**src/rtl/msd_pkg.sv**
```systemverilog
// msd_pkg: shared definitions for the Moore sequence detector.
// Holds the prefix-fallback next-state function, the state width helper
// and the default match counter type.
// Optional feature macro used by the top: MSD_MATCH_COUNT_EN.
package msd_pkg;

   // Widest pattern the fallback function is written to handle.
   localparam int MSD_MAX_LEN = 16;

   // Default match counter width and its type.
   localparam int MSD_COUNT_W_DEFAULT = 8;
   typedef logic [MSD_COUNT_W_DEFAULT-1:0] msd_count_t;

   // Number of bits needed to hold a prefix length 0..len.
   function automatic int msd_state_width(input int len);
      return $clog2(len + 1);
   endfunction

   // Next prefix length after accepting bit b from prefix length k.
   // The received history is reconstructed from the pattern itself (the first
   // k pattern bits followed by b); the result is the longest suffix of that
   // history, no longer than len, that is also a prefix of the pattern.
   // Leaving a full match with overlap=0 starts over from an empty history.
   function automatic int msd_next_state(input int k,
                                         input logic b,
                                         input logic overlap,
                                         input logic [MSD_MAX_LEN-1:0] pattern,
                                         input int len);
      int               kk;
      int               lim;
      int               best;
      int               pos;
      logic             ok;
      logic [MSD_MAX_LEN:0] hist;

      kk = ((k >= len) && !overlap) ? 0 : k;

      // hist[0] is the newest bit, hist[i] (i>=1) the matched prefix bits
      hist = '0;
      hist[0] = b;
      for (int i = 1; i <= MSD_MAX_LEN; i++) begin
         if (i <= kk) begin
            pos = len - kk - 1 + i;
            hist[i] = pattern[pos[3:0]];
         end
      end

      lim  = (kk + 1 < len) ? kk + 1 : len;
      best = 0;
      for (int j = 1; j <= MSD_MAX_LEN; j++) begin
         if (j <= lim) begin
            ok = 1'b1;
            for (int i = 0; i < MSD_MAX_LEN; i++) begin
               if (i < j) begin
                  pos = len - j + i;
                  if (hist[i] != pattern[pos[3:0]]) ok = 1'b0;
               end
            end
            if (ok) best = j;
         end
      end
      return best;
   endfunction

endpackage

```
**src/rtl/msd_sat_counter.sv**
```systemverilog
// msd_sat_counter: saturating up-counter with synchronous clear.
// Used by moore_seq_detector only when MSD_MATCH_COUNT_EN is defined.
module msd_sat_counter
   import msd_pkg::*;
#(
   parameter int COUNT_W = MSD_COUNT_W_DEFAULT
) (
   input  logic               clk,
   input  logic               rst,
   input  logic               inc,
   input  logic               clr,
   output logic [COUNT_W-1:0] count
);

   localparam logic [COUNT_W-1:0] COUNT_MAX = '1;

   logic [COUNT_W-1:0] count_reg;

   // Count up on inc, stick at all-ones, clear wins over inc.
   always_ff @(posedge clk or posedge rst) begin
      if (rst) begin
         count_reg <= '0;
      end else if (clr) begin
         count_reg <= '0;
      end else if (inc && (count_reg != COUNT_MAX)) begin
         count_reg <= count_reg + 1'b1;
      end
   end

   assign count = count_reg;

endmodule

```
**src/rtl/moore_seq_detector.sv**
```systemverilog
// moore_seq_detector: Moore detector for a LEN-bit serial pattern.
// State is the length of the longest pattern prefix matched so far; a miss
// falls back to the longest still-valid prefix rather than to zero.
// Optional feature: define MSD_MATCH_COUNT_EN to add the saturating
// match_count output.
module moore_seq_detector
   import msd_pkg::*;
#(
   parameter int             LEN     = 4,
   parameter logic [LEN-1:0] PATTERN = 4'b1101,
   parameter int             COUNT_W = 8,
   localparam int            SW      = msd_state_width(LEN)
) (
   input  logic          clk,
   input  logic          rst,
   input  logic          in_valid,
   input  logic          in_bit,
   input  logic          mode_overlap,
   input  logic          clear,
   output logic [SW-1:0] state,
   output logic          match
`ifdef MSD_MATCH_COUNT_EN
   ,
   output logic [COUNT_W-1:0] match_count
`endif
);

   localparam logic [MSD_MAX_LEN-1:0] PAT_EXT   = MSD_MAX_LEN'(PATTERN);
   localparam logic [SW-1:0]          STATE_FULL = SW'(LEN);

   logic [SW-1:0] state_reg;
   logic [SW-1:0] state_next;

   // Prefix fallback for the bit on in_bit; only used when in_valid is high,
   // so an undefined in_bit during a stall never reaches the register.
   always_comb begin
      state_next = SW'(msd_next_state(int'(state_reg), in_bit, mode_overlap,
                                      PAT_EXT, LEN));
   end

   // State register: reset, then clear, then accept a qualified bit.
   always_ff @(posedge clk or posedge rst) begin
      if (rst) begin
         state_reg <= '0;
      end else if (clear) begin
         state_reg <= '0;
      end else if (in_valid) begin
         state_reg <= state_next;
      end
   end

   assign state = state_reg;
   assign match = (state_reg == STATE_FULL);

`ifdef MSD_MATCH_COUNT_EN
   logic count_inc;

   // A match is counted on the edge that enters (or re-enters) the full state.
   always_comb begin
      count_inc = in_valid && !clear && (state_next == STATE_FULL);
   end

   msd_sat_counter #(
      .COUNT_W (COUNT_W)
   ) u_counter (
      .clk   (clk),
      .rst   (rst),
      .inc   (count_inc),
      .clr   (clear),
      .count (match_count)
   );
`endif

endmodule

```
**config.mk**
```make
export PLATFORM = sky130hd
export DESIGN_NAME = moore_seq_detector
export DESIGN_NICKNAME = d
export VERILOG_FILES = /design/src/rtl/msd_pkg.sv /design/src/rtl/msd_sat_counter.sv /design/src/rtl/moore_seq_detector.sv
export SDC_FILE = /design/constraint.sdc
export NUM_CORES = 1
export LEC_CHECK = 0
export ABC_AREA = 1
export CORE_AREA = 5 5 42 44
export DETAILED_ROUTE_END_ITERATION = 10
export DIE_AREA = 0 0 47 49
export REMOVE_ABC_BUFFERS = 1
export SETUP_SLACK_MARGIN = 0.15
export SYNTH_ARGS = -nofsm -noshare
export SYNTH_HDL_FRONTEND = slang
export SYNTH_SLANG_ARGS = --single-unit
```
**constraint.sdc**
```tcl
create_clock -name clk -period 2.16 [get_ports clk]
set_clock_uncertainty 0.15 [all_clocks]
set_input_delay 0.432 -clock clk [delete_from_list [all_inputs] [get_ports clk]]
set_output_delay 0.432 -clock clk [all_outputs]
set_load 0.02 [all_outputs]
```
==> out/metrics.cfg <==
[run_status]
status = complete, no violations

[place]
routabilityCongestion = 0.7340
io_buffers = 9
dp_hpwl_um = 868.2
dp_slack_ps = -588.8

[clock_tree]
clock_path_buffers = 2
cts_tree = built
numCtsBuffers = 3
path_clk_slew_ps = 40
root_buffer = clkbuf_4
hold_buffers = 0
clk_latency_ps = 230
htreeDepth = 1
cts.sink_count = 3

[floorplan]
start_util_pct = 30.63
core_um2 = 1401
die_w_um = 47
num_rows = 14
die_area_um2 = 2303
io_pins = 10
die-height_um = 49

[sta]
grt_setup_unrepaired = true
worst_slack_ps = 146.9
relSlewSlack_pct = 72.80
slew_violations = 0
setup_tns_ps = 0
setup_viol = 0
finalCritPeriodShare_pct = 93.20
finalHoldViolations = 0
period_minus_slack_ps = 2013
clock.fmax_ghz = 0.4967
hold_ws_ps = 218.6
worst_pin_slew_ps = 406.5

[pwr]
p_seq_share_pct = 26.9
ir_drop_uv = 270.0
p_leak_nw = 0.3797
clockPowerShare_pct = 43.5
p_sw_uw = 61.14
power_density_nw_per_um2 = 294.2
comb_power_share_pct = 29.5
total_power_uw = 219.0
p_int_uw = 157.8
p_sw_share_pct = 27.92

[final_layout]
nets = 107
diodes = 0
fin_util_pct = 53.13
syn_to_final_growth_pct = 73.47
drive_above_1_share_pct = 45.26
fillers = 142
largest_reg_flops = 3

[detailed_routing]
first_iter_violations = 12
drc = 0
viasPerCell = 4.432
drt-total-wl_um = 1130
firstDrtPassIters = 5
ant_nets = 0
wire_per_inst_um = 10.18
vias = 492

[hold_path]
hold_path.class = input port to asynchronous set/reset pin

[global_routing]
grt_antenna_before_repair = 0
grt_max_degree = 9
grt_pass1_vias = 481
grt_usage_pct = 11.21
grt_pass1_wl_um = 1918
grt_overflow = 0

[synthesis]
yosysTopAreaCell = nand2_1
synth_top_area_share_pct = 18.37
synthCells = 68
synth_seq_cells = 3
syn-cell-area_um2 = 429.2
ys_types = 17
ys_seq_area_share_pct = 17.49
yosysWarningCount = 0
synth_area_leaders = nand2_1, dfrtp_1, ha_1
avgSynthCellArea_um2 = 6.311

[worst_setup_path]
endpoint_kind = register
required_ps = 2130
worstSetupPathType = register to register
cp_cell_sequence = inv_2, or2_4, nand2_2, inv_2, ha_4, ha_4, nand2_4, nor3_4, nand3_2, nand3_2, nand2_1, nand2_1, nand2_1
cp_common_cell = nand2_1
critPathMaxFanout = 3
slowest_stage = dfrtp_1
r2r-start = state[2]
max_stage_delay_ps = 350
start_kind = register
crit_path_start = state[2]
crit_arrival_ps = 1980

[job]
maxCapViolations = 0

==> layout by cell type (no fill, tap or decap) <==
cell type,n
ha_1,1
ha_2,1
clkdlybuf4s15_1,1
inv_2,5
dfrtp_1,3
clkbuf_1,1
or2_4,1
nor3_4,1
nor2_4,1
buf_4,15
nand2_1,18
clkbuf_4,3
o21ai_0,1
nor2_1,8
dlygate4sd2_1,1
nor3_1,1
nor2_2,1
o31ai_4,1
a21oi_1,1
clkdlybuf4s50_1,7
nand3_1,4
nand2_4,1
inv_1,5
nand3_2,3
nand2_2,7
ha_4,3
==> cells in the mapped netlist, drive strengths merged <==
master	instances
nand2	26
inv	10
nor2	10
nand3	7
ha	5
dfrtp	3
nor3	2
a21oi	1
buf	1
o21ai	1
o31ai	1
or2	1
==> cell type report <==
type | count | area, um^2 | share of cell area, %
inverters | 10 | 37.54 | 5.042
clock buffers | 4 | 26.28 | 3.529
well taps | 16 | 20.02 | 2.689
multi-input cells | 54 | 384.1 | 51.60
flip-flops and latches | 3 | 75.07 | 10.08
repair buffers | 24 | 201.4 | 27.06
==> per-layer routing <==
metal  track usage (%)  share of wire (%)  vias up
li1                  -                  -      260
met1             11.45                 39      217
met2             21.72                 55       13
met3             2.952                4.1        2
met4             1.382                1.4        0
met5                 0                  0        -
==> worst max-delay path: cells and delay by family (launching register included) <==
| family | cells | cell delay, ps |
|---|---|---|
| buffers and inverters | 2 | 90 |
| DFF | 1 | 350 |
| and+or+nand+nor | 9 | 870 |
| adders and majority gates | 2 | 440 |
==> through the flow <==
step	area, um^2	instances
final	744.5	111
after global routing	744.5	111
after CTS	710.7	110
after detailed placement	629.4	105
after global placement	629.4	105
after floorplan	421.7	67
==> power groups by stage <==
stage | Clock, mW | Combinational (mW) | Sequential (mW)
2_1_floorplan | 0 | 0.0262 | 0.0628
3_3_place_gp | 0 | 0.0589 | 0.0595
3_5_place_dp | 0 | 0.0595 | 0.0596
4_1_cts | 0.0979 | 0.0620 | 0.0591
5_1_grt | 0.108 | 0.0717 | 0.0590
6_report | 0.0953 | 0.0646 | 0.0590
==> cell families after synthesis <==
family	synth area share (%)
adders and majority gates	14.58
and+or+nand+nor	52.19
DFF	17.49
AOI/OAI and AO/OA	5.245
buffers and inverters	10.50
==> timing repair <==
action,in CTS,in global routing
endpoints found under the setup margin,4,4
setup buffers,1,1
pin swaps,7,5
resized for setup,14,5
==> worst paths after layout <==
| path | end | slack [ps] | cells after the start |
|---|---|---|---|
| max in group asynchronous | state[2] | 1510 | 2 |
| min | state[0] | 220 | 2 |
| max | state[0] | 150 | 13 |
| min reg2reg | state[0] | 490 | 3 |
| max reg2reg | state[0] | 150 | 13 |
| min in group clk | state[0] | 490 | 3 |
Power figures use the tool's default switching activity.
